`src/rtl/gmem_rd_channel_mux.sv`:
```
// Shares one AXI4 gmem read master among NUM_CH requestors: round-robin AR arbitration into a
// single registered AR stage, RID-based R routing, and per-channel in-flight burst credits.
module gmem_rd_channel_mux #(
  parameter int NUM_CH          = 4,
  parameter int ADDR_W          = 42,
  parameter int DATA_W          = 512,
  parameter int ID_W            = 3,
  parameter int MAX_OUTSTANDING = 8
) (
  input  logic                     ap_clk,
  input  logic                     ap_rst,
  input  logic [NUM_CH-1:0]        ch_ar_valid,
  output logic [NUM_CH-1:0]        ch_ar_ready,
  input  logic [NUM_CH*ADDR_W-1:0] ch_ar_addr,
  input  logic [NUM_CH*8-1:0]      ch_ar_len,
  output logic [NUM_CH-1:0]        ch_r_valid,
  input  logic [NUM_CH-1:0]        ch_r_ready,
  output logic [DATA_W-1:0]        ch_r_data,
  output logic                     ch_r_last,
  output logic                     m_axi_gmem_ARVALID,
  input  logic                     m_axi_gmem_ARREADY,
  output logic [ADDR_W-1:0]        m_axi_gmem_ARADDR,
  output logic [ID_W-1:0]          m_axi_gmem_ARID,
  output logic [7:0]               m_axi_gmem_ARLEN,
  output logic [2:0]               m_axi_gmem_ARSIZE,
  output logic [1:0]               m_axi_gmem_ARBURST,
  output logic [1:0]               m_axi_gmem_ARLOCK,
  output logic [3:0]               m_axi_gmem_ARCACHE,
  output logic [2:0]               m_axi_gmem_ARPROT,
  output logic [3:0]               m_axi_gmem_ARQOS,
  output logic [3:0]               m_axi_gmem_ARREGION,
  input  logic                     m_axi_gmem_RVALID,
  output logic                     m_axi_gmem_RREADY,
  input  logic [DATA_W-1:0]        m_axi_gmem_RDATA,
  input  logic                     m_axi_gmem_RLAST,
  input  logic [ID_W-1:0]          m_axi_gmem_RID,
  input  logic [1:0]               m_axi_gmem_RRESP,
  output logic [NUM_CH*8-1:0]      outstanding,
  output logic [1:0]               err
);

  localparam int PTR_W = $clog2(NUM_CH);

  logic [NUM_CH-1:0][7:0]        r_cnt;
  logic [1:0]                    r_err;
  logic [PTR_W-1:0]              r_rr_ptr;
  logic                          r_arvalid;
  logic [ADDR_W-1:0]             r_araddr;
  logic [ID_W-1:0]               r_arid;
  logic [7:0]                    r_arlen;

  logic [NUM_CH-1:0][ADDR_W-1:0] w_addr_v;
  logic [NUM_CH-1:0][7:0]        w_len_v;
  logic [NUM_CH-1:0]             w_elig, w_zero, w_dec;
  logic [PTR_W-1:0]              w_gnt, w_gnt_hi, w_gnt_lo, w_ptr_nxt;
  logic                          w_found, w_found_hi, w_load;
  logic                          w_rid_ok, w_rready;
  logic                          w_unused_rresp;

  assign w_addr_v = ch_ar_addr;
  assign w_len_v  = ch_ar_len;

  always_comb begin
    for (int i = 0; i < NUM_CH; i++) begin
      w_elig[i] = ch_ar_valid[i] && (r_cnt[i] < 8'(MAX_OUTSTANDING));
      w_zero[i] = (r_cnt[i] == 8'd0);
    end
  end

  // Two descending scans: lowest eligible at/after the pointer wins, else lowest eligible overall.
  always_comb begin
    w_gnt_hi   = '0;
    w_gnt_lo   = '0;
    w_found    = 1'b0;
    w_found_hi = 1'b0;
    for (int i = NUM_CH - 1; i >= 0; i--) begin
      if (w_elig[i]) begin
        w_gnt_lo = PTR_W'(i);
        w_found  = 1'b1;
        if (i >= int'(r_rr_ptr)) begin
          w_gnt_hi   = PTR_W'(i);
          w_found_hi = 1'b1;
        end
      end
    end
    w_gnt = w_found_hi ? w_gnt_hi : w_gnt_lo;
  end

  assign w_ptr_nxt   = (w_gnt == PTR_W'(NUM_CH - 1)) ? '0 : w_gnt + 1'b1;
  assign w_load      = !r_arvalid || m_axi_gmem_ARREADY;
  assign ch_ar_ready = (w_load && w_found && !ap_rst) ? (NUM_CH'(1) << w_gnt) : '0;

  always_ff @(posedge ap_clk) begin
    if (ap_rst) begin
      r_arvalid <= 1'b0;
      r_rr_ptr  <= '0;
      r_araddr  <= '0;
      r_arlen   <= '0;
      r_arid    <= '0;
    end else if (w_load) begin
      r_arvalid <= w_found;
      if (w_found) begin
        r_araddr <= w_addr_v[w_gnt];
        r_arlen  <= w_len_v[w_gnt];
        r_arid   <= ID_W'(w_gnt);
        r_rr_ptr <= w_ptr_nxt;
      end
    end
  end

  assign m_axi_gmem_ARVALID  = r_arvalid;
  assign m_axi_gmem_ARADDR   = r_araddr;
  assign m_axi_gmem_ARID     = r_arid;
  assign m_axi_gmem_ARLEN    = r_arlen;
  assign m_axi_gmem_ARSIZE   = 3'($clog2(DATA_W / 8));
  assign m_axi_gmem_ARBURST  = 2'b01;
  assign m_axi_gmem_ARLOCK   = '0;
  assign m_axi_gmem_ARCACHE  = '0;
  assign m_axi_gmem_ARPROT   = '0;
  assign m_axi_gmem_ARQOS    = '0;
  assign m_axi_gmem_ARREGION = '0;

  // Unknown RIDs are swallowed so a stray beat can never wedge the shared R channel.
  always_comb begin
    w_rid_ok = 1'b0;
    w_rready = 1'b1;
    for (int i = 0; i < NUM_CH; i++) begin
      ch_r_valid[i] = m_axi_gmem_RVALID && (m_axi_gmem_RID == ID_W'(i));
      if (m_axi_gmem_RID == ID_W'(i)) begin
        w_rid_ok = 1'b1;
        w_rready = ch_r_ready[i];
      end
    end
  end

  assign m_axi_gmem_RREADY = w_rready;
  assign ch_r_data         = m_axi_gmem_RDATA;
  assign ch_r_last         = m_axi_gmem_RLAST;
  assign w_dec             = ch_r_valid & {NUM_CH{w_rready && m_axi_gmem_RLAST}};
  assign w_unused_rresp    = ^m_axi_gmem_RRESP;

  // Credits are taken at grant time so a channel cannot be granted past its cap while its AR waits.
  always_ff @(posedge ap_clk) begin
    if (ap_rst) begin
      r_cnt <= '0;
      r_err <= '0;
    end else begin
      for (int i = 0; i < NUM_CH; i++) begin
        if (ch_ar_ready[i] && !(w_dec[i] && !w_zero[i]))
          r_cnt[i] <= r_cnt[i] + 8'd1;
        else if (!ch_ar_ready[i] && w_dec[i] && !w_zero[i])
          r_cnt[i] <= r_cnt[i] - 8'd1;
      end
      if (m_axi_gmem_RVALID && !w_rid_ok) r_err[0] <= 1'b1;
      if (|(w_dec & w_zero))               r_err[1] <= 1'b1;
    end
  end

  assign outstanding = r_cnt;
  assign err         = r_err;

endmodule

```
`config.mk`:
```
export PLATFORM = sky130hd
export DESIGN_NAME = gmem_rd_channel_mux
export DESIGN_NICKNAME = d
export VERILOG_FILES = /design/src/rtl/gmem_rd_channel_mux.sv
export SDC_FILE = /design/constraint.sdc
export NUM_CORES = 1
export LEC_CHECK = 0
export BUFFER_PORTS_ARGS = -buffer_cell sky130_fd_sc_hd__buf_2
export CAP_MARGIN = 20
export CORE_AREA = 2 2 533 535
export DETAILED_ROUTE_END_ITERATION = 10
export DIE_AREA = 0 0 535 537
export PLACE_DENSITY_LB_ADDON = 0.12
export SLEW_MARGIN = 20
export SYNTH_ARGS = -nofsm -noshare
export SYNTH_HDL_FRONTEND = slang
export SYNTH_SLANG_ARGS = --single-unit
```
`constraint.sdc`:
```
create_clock -name ap_clk -period 5 [get_ports ap_clk]
set_input_delay 0.5 -clock ap_clk [delete_from_list [all_inputs] [get_ports ap_clk]]
set_output_delay 0.5 -clock ap_clk [all_outputs]
set_load 0.01 [all_outputs]
```
* After elaboration in Yosys (flattened, before gate mapping) *
Index checks and enable logic that the tools add are counted.

storage, ports and cells
  flip-flop bits (word level) = 89
  input bits = 730
  output and inout port bits = 632
  logic and storage cells = 133

cells by class
  add/subtract/negate cells = 9
  order comparisons = 8
  equality and inequality tests = 4
  shift-type cells = 1
  muxes and demuxes = 43
  bitwise gates (word level) = 2
  reductions and logical operators = 55

operator list
  cell                                                                                number
  42-bit binary-select mux with 2-bit select                                          1
  8-bit 2-to-1 mux                                                                    9
  42-bit 2-to-1 mux                                                                   1
  8-bit by 1-bit adder with 8-bit output, second input constant                       4
  8-bit logical NOT                                                                   4
  8-bit by 4-bit less-than comparator with 1-bit output, second input constant        4
  8-bit by 1-bit subtractor with 8-bit output, second input constant                  4
  1-bit logical AND                                                                   28
  2-bit 2-to-1 mux                                                                    12
  1-bit 2-to-1 mux                                                                    18
  8-bit binary-select mux with 2-bit select                                           1
  1-bit logical NOT                                                                   15
  4-bit bitwise AND                                                                   2
  2-bit nonzero test                                                                  4
  3-bit by 2-bit == test with 1-bit output, second input constant                     2
  1-bit by 2-bit greater-or-equal comparator with 1-bit output, first input constant  2
  4-bit 2-to-1 mux                                                                    1
  4-bit OR reduction                                                                  1
  1-bit by 2-bit << shifter with 4-bit output, first input constant                   1
  3-bit by 1-bit == test with 1-bit output, second input constant                     1
  3-bit logical NOT                                                                   1
  2-bit by 3-bit less-than comparator with 1-bit output, second input constant        1
  2-bit by 1-bit adder with 2-bit output, second input constant                       1
  2-bit == test, second input constant                                                1
  other kinds (3)                                                                     3

* Depth between registers and ports, before layout *
  depth after elaboration = 17
  gate-level depth with buffers = 17
  mapped depth without buffers = 15

* Worst setup path before layout *
OpenSTA, ideal clock, no wires.

  path type = flip-flop to flip-flop
  from = reg r_cnt, in the netlist outstanding[15]
  to = reg r_cnt, in the netlist outstanding[7]
  library setup time = 123 ps
  arrival time = 3912 ps
  data required time = 4877 ps
  slack = 965 ps
  stages on the path, launching flop included = 18
  buffers on the path = 2
  period minus slack after synthesis = 4035 ps
  cells stage by stage = dfxtp_1 -> nor4_2 -> and3_1 -> o211a_2 -> o21a_2 -> clkinv_2 -> bufbuf_8 -> ha_1 -> and3_1 -> buf_6 -> inv_2 -> ha_1 -> a21o_1 -> a21oi_1 -> o21ai_0 -> o41ai_1 -> mux2i_1 -> mux2_1

between the ends
  cells in the longest elaborated chain, start to end = 12
  elaborated cells between the ends (all ways) = 23
  classes of those cells = 1 x order compare; 1 x shift; 13 x mux; 8 x reduce/logical

RTL lines
  element                                                      RTL line  RTL
  start, declared                                              44        logic [NUM_CH-1:0][7:0] r_cnt;
  start signal, assigned by index                              150       r_cnt[i] <= r_cnt[i] + 8'd1;
  start signal, assigned by index                              152       r_cnt[i] <= r_cnt[i] - 8'd1;
  8-bit by 4-bit less-than comparator with 1-bit output (*)    65        w_elig[i] = ch_ar_valid[i] && (r_cnt[i] < 8'(MAX_OUTSTANDING));
  1-bit logical AND (*)                                        65
  2-bit 2-to-1 mux / 1-bit 2-to-1 mux (equally long branches)  77        if (w_elig[i]) begin
  2-bit 2-to-1 mux / 1-bit 2-to-1 mux (equally long branches)  80        if (i >= int'(r_rr_ptr)) begin
  2-bit 2-to-1 mux / 1-bit 2-to-1 mux (equally long branches)  77
  2-bit 2-to-1 mux (*)                                         86        w_gnt = w_found_hi ? w_gnt_hi : w_gnt_lo;
  named net w_gnt[0]                                           55        logic [PTR_W-1:0] w_gnt, w_gnt_hi, w_gnt_lo, w_ptr_nxt;
  1-bit by 2-bit << shifter with 4-bit output (*)              91        assign ch_ar_ready = (w_load && w_found && !ap_rst) ? (NUM_CH'(1) << w_gnt) : '0;
  4-bit 2-to-1 mux (*)                                         91
  1-bit logical NOT                                            151       else if (!ch_ar_ready[i] && w_dec[i] && !w_zero[i])
  1-bit logical AND (2 in series)                              151
  2-bit nonzero test (no line)                                 -

The timed path passes the listed nets; every way through them passes the cells marked *.
A chain may end at the register's enable or synchronous reset.

* Worst setup path in the final report *
  from = reg r_cnt, in the netlist outstanding[19]
  to = reg r_cnt, in the netlist outstanding[23]

between the ends
  cells in the longest elaborated chain, start to end = 14
  elaborated cells between the ends (all ways) = 36
  classes of those cells = 2 x add/sub; 1 x order compare; 1 x shift; 20 x mux; 12 x reduce/logical

RTL lines
  element                                                      RTL line
  8-bit by 4-bit less-than comparator with 1-bit output (*)    65
  1-bit logical AND (*)                                        65
  2-bit 2-to-1 mux / 1-bit 2-to-1 mux (equally long branches)  77
  2-bit 2-to-1 mux / 1-bit 2-to-1 mux (equally long branches)  80
  2-bit 2-to-1 mux / 1-bit 2-to-1 mux (equally long branches)  77
  2-bit 2-to-1 mux / 1-bit 2-to-1 mux (equally long branches)  80
  2-bit 2-to-1 mux / 1-bit 2-to-1 mux (equally long branches)  77
  2-bit 2-to-1 mux (*)                                         86
  named net w_gnt[0]                                           55
  1-bit by 2-bit << shifter with 4-bit output (*)              91
  4-bit 2-to-1 mux (*)                                         91
  1-bit logical NOT                                            151
  1-bit logical AND (2 in series)                              151
  2-bit nonzero test (no line)                                 -

The timed path passes the listed nets; every way through them passes the cells marked *. The select of a mux whose other input is x is not followed.

==> results.toml <==
[run_status]
run_status = "complete, no violations"

[sta]
worst_slew_pin_slew_ns = 0.843
achievable-frequency_mhz = 232
fin_tns_setup_ns = 0
report.final.hold_viol_count = 0
final_period_minus_worst_setup_slack_ns = 4.31
setup-violations-final = 0
finClkSkew_ns = 0.0386
worst_slew_margin_rel_pct = 43.8
grt_setup_unrepaired = "false"
timing.final.crit_share_pct = 86.1
maxSlewViolCount = 0

[finish]
seq_area_um2 = 1780
final_area_um2 = 12600
area_occupied_by_multi_input_gates_um2 = 3930
final_stage_net_count = 1746
layout.filler_cells = 33400
instances_no_fill = 4738
flow.area_growth_from_synthesis_pct = 25.6
drive_above_1_share_pct = 38.5

[clocking]
ctsLongestPathBuffers = 2
tritoncts = "built"
tritoncts.num_buffers = 9
post_cts.repair.setup_buffers = 0
cts_htree_levels = 3
cts_resized = 0
cts_hold_buf = 0
clock_sink_total = 89
root_buffer_master = "clkbuf_16"
clkSlewWorstSetupHoldPaths_ns = 0.12
insertion_delay_ns = 0.45

[placement]
dp_hpwl_mm = 89.5
portBuffers = 312
finalWeightedCongestion = 0.653
place_inst = 4716
post_dp_cell_area_um2 = 12300

[setup_path]
path_delay_family = "compound AO/OA/AOI/OAI gates"
r2r_start = "outstanding[19]$_SDFFE_PP0P_"
reg2reg_depth = 15
worstPathRequired_ns = 5.33
startpoint = "outstanding[19]$_SDFFE_PP0P_"
cp.buffers_inverters = 2
end_kind = "flop"
critical_path.cell_chain = "nor4_2, nand2_1, o211a_2, o21a_2, inv_6, ha_1, and3_1, inv_2, ha_1, a21o_1, a21oi_1, o21ai_0, o41ai_1, mux2i_1, mux2_1"
rr_endpoint = "outstanding[23]$_SDFFE_PP0P_"
path_common_cell = "ha_1"
worstPathArrival_ns = 4.64
critical_path_peak_fanout = 11
timing.critical_path.from_type = "flop"
critical-path-max-stage-delay_ns = 0.51
crit_type = "flop to flop"
critical-path-slowest-cell = "nor4_2"
register_to_register_setup_slack_ns = 0.69

[power]
irDropWorstVdd_mv = 0.410
power.leakage_nw = 4.28
p_total_mw = 7.35
ratio_of_total_power_to_cell_area_nw_per_um2 = 582

[global_route]
grt_start_max_net_pins = 68
vias_in_the_first_global_route = 7807
grt_antenna_before_repair = 10
global_route.usage.total_pct = 6.69
globalRoute.totalOverflow = 0
grt_pass1_wl_mm = 117

[yosys]
fraction_of_post_synthesis_cell_area_in_the_top_cell_type_by_area_pct = 40.1
syn-mean-instance-area_um2 = 8.48
netlist.top_cell.by_area = "buf_4"
yosys_warnings = 0
ys_types = 70
ys_seq_area_share_pct = 17.7
syn-instance-count = 1187
netlist_top_cells_count = "buf_4 (538), mux2i_1 (106), dfxtp_1 (89)"
ys_top_cells_by_area = "buf_4 (40%), dfxtp_1 (18%), mux2i_1 (11%)"
synth.ff_latch_count = 89
dominantRegCellSynth = "dfxtp_1"
asyncSetResetFlopFracSynth_pct = 0
synth.most_common_cell = "buf_4"
syn_area_um2 = 10100
synth_edf_count = 0

[die]
die_area_um2 = 287000
die_w_um = 535
die_y_um = 537
ios = 1362
start_util_pct = 3.58
num_rows = 195
core-area_um2 = 281000

[drt]
final_antenna_net_count = 0
vias = 7398
via_per_inst = 1.56
drc = 0
detailedRoute.firstPassIterationCount = 5
avgRoutedWirePerCell_um = 21.2
route.final.wire_length_mm = 101
number_of_drc_violations_after_detailed_routing_iteration_0 = 248

[min_path]
hp-class = "primary input to flop"
hold-path-endpoint = "m_axi_gmem_ARADDR[36]$_SDFFE_PP0N_"
hold_path_depth = 3
worstHoldStart = "ch_ar_addr[78]"

[flow_run]
max_cap_violations = 0
## worst max-delay path by stage
stage	endpoint	cells after the start
3_5_place_dp	outstanding[23]$_SDFFE_PP0P_	15
3_3_place_gp	outstanding[23]$_SDFFE_PP0P_	15
2_1_floorplan	outstanding[7]$_SDFFE_PP0P_	17
4_1_cts	outstanding[23]$_SDFFE_PP0P_	15
6_report	outstanding[23]$_SDFFE_PP0P_	15
5_1_grt	outstanding[23]$_SDFFE_PP0P_	15
## worst min-delay path, delay by kind of cell
kind                   cells  cell delay (ns)
multiplexers               1             0.06
AO/OA/AOI/OAI              1             0.15
buffers and inverters      1             0.07
## routing by layer
metal  global-route usage (%)  routed length (um)  vias up
met3                     7.94               26200      354
li1                         -                   -     3085
met1                     3.59               18800     3146
met4                     5.62                8870        0
met2                     10.8               46700      813
met5                        0                   0        -
## area by class of cell
type	instances	area share [%]
tap	3743	37.0
clock buffer	10	1.89
timing repair buffer	341	14.3
multi-input combinational	524	31.1
sequential	89	14.1
inverter	19	0.604
antenna	6	0.119
clock inverter	6	0.901
## metrics by stage
| step | utilization, % | hold slack [ns] | setup slack, ns |
|---|---|---|---|
| 6_report | 4.49 | 0.362 | 0.695 |
| 5_1_grt | 4.49 | 0.334 | 0.338 |
| 4_1_cts | 4.49 | 0.285 | 0.582 |
| 3_5_place_dp | 4.36 | 0.445 | 0.590 |
| 3_3_place_gp | 4.36 | 0.443 | 0.480 |
| 2_1_floorplan | - | 0.502 | 0.965 |
## flip-flops by register name, summed over array words and instances (netlist names)
name,cells
err,2
m_axi_gmem_ARADDR,42
m_axi_gmem_ARID,2
m_axi_gmem_ARLEN,8
m_axi_gmem_ARVALID,1
outstanding,32
r_rr_ptr,2
## power breakdown
| group | internal (mW) | switching [mW] |
|---|---|---|
| logic | 2.07 | 3.10 |
| clock network | 0.507 | 0.447 |
| registers | 0.982 | 0.249 |
## placed cells by master, fill, tap and decap left out, types with 6 or more instances in the layout
master and n:
dfxtp_1 89, nand3b_1 6, buf_2 312, nor2b_1 6, xnor2_1 11, conb_1 23, nand3_1 16, xor2_1 7
nor3_1 24, o221ai_1 50, a21oi_1 37, inv_1 14, o21ai_0 12, nand2_1 61, o21ai_1 13, mux2i_1 106
o211ai_1 6, buf_4 27, a21o_1 10, diode_2 6, ha_1 28, nor2_1 27, clkbuf_16 9, and2_1 6
## cells by family after synthesis
logic type               count (synthesis)  share of synthesized area, %
adder cells (fa/ha/maj)                 32                          4.28
buffers and inverters                  595                          44.3
XOR/XNOR                                18                          1.57
AND/OR/NAND/NOR                        180                          9.41
AO/OA/AOI/OAI                          161                          11.7
other                                    2                        0.0746
multiplexers                           110                          11.0
flip-flops                              89                          17.7
Note: power is estimated with default switching activity, not from simulation.
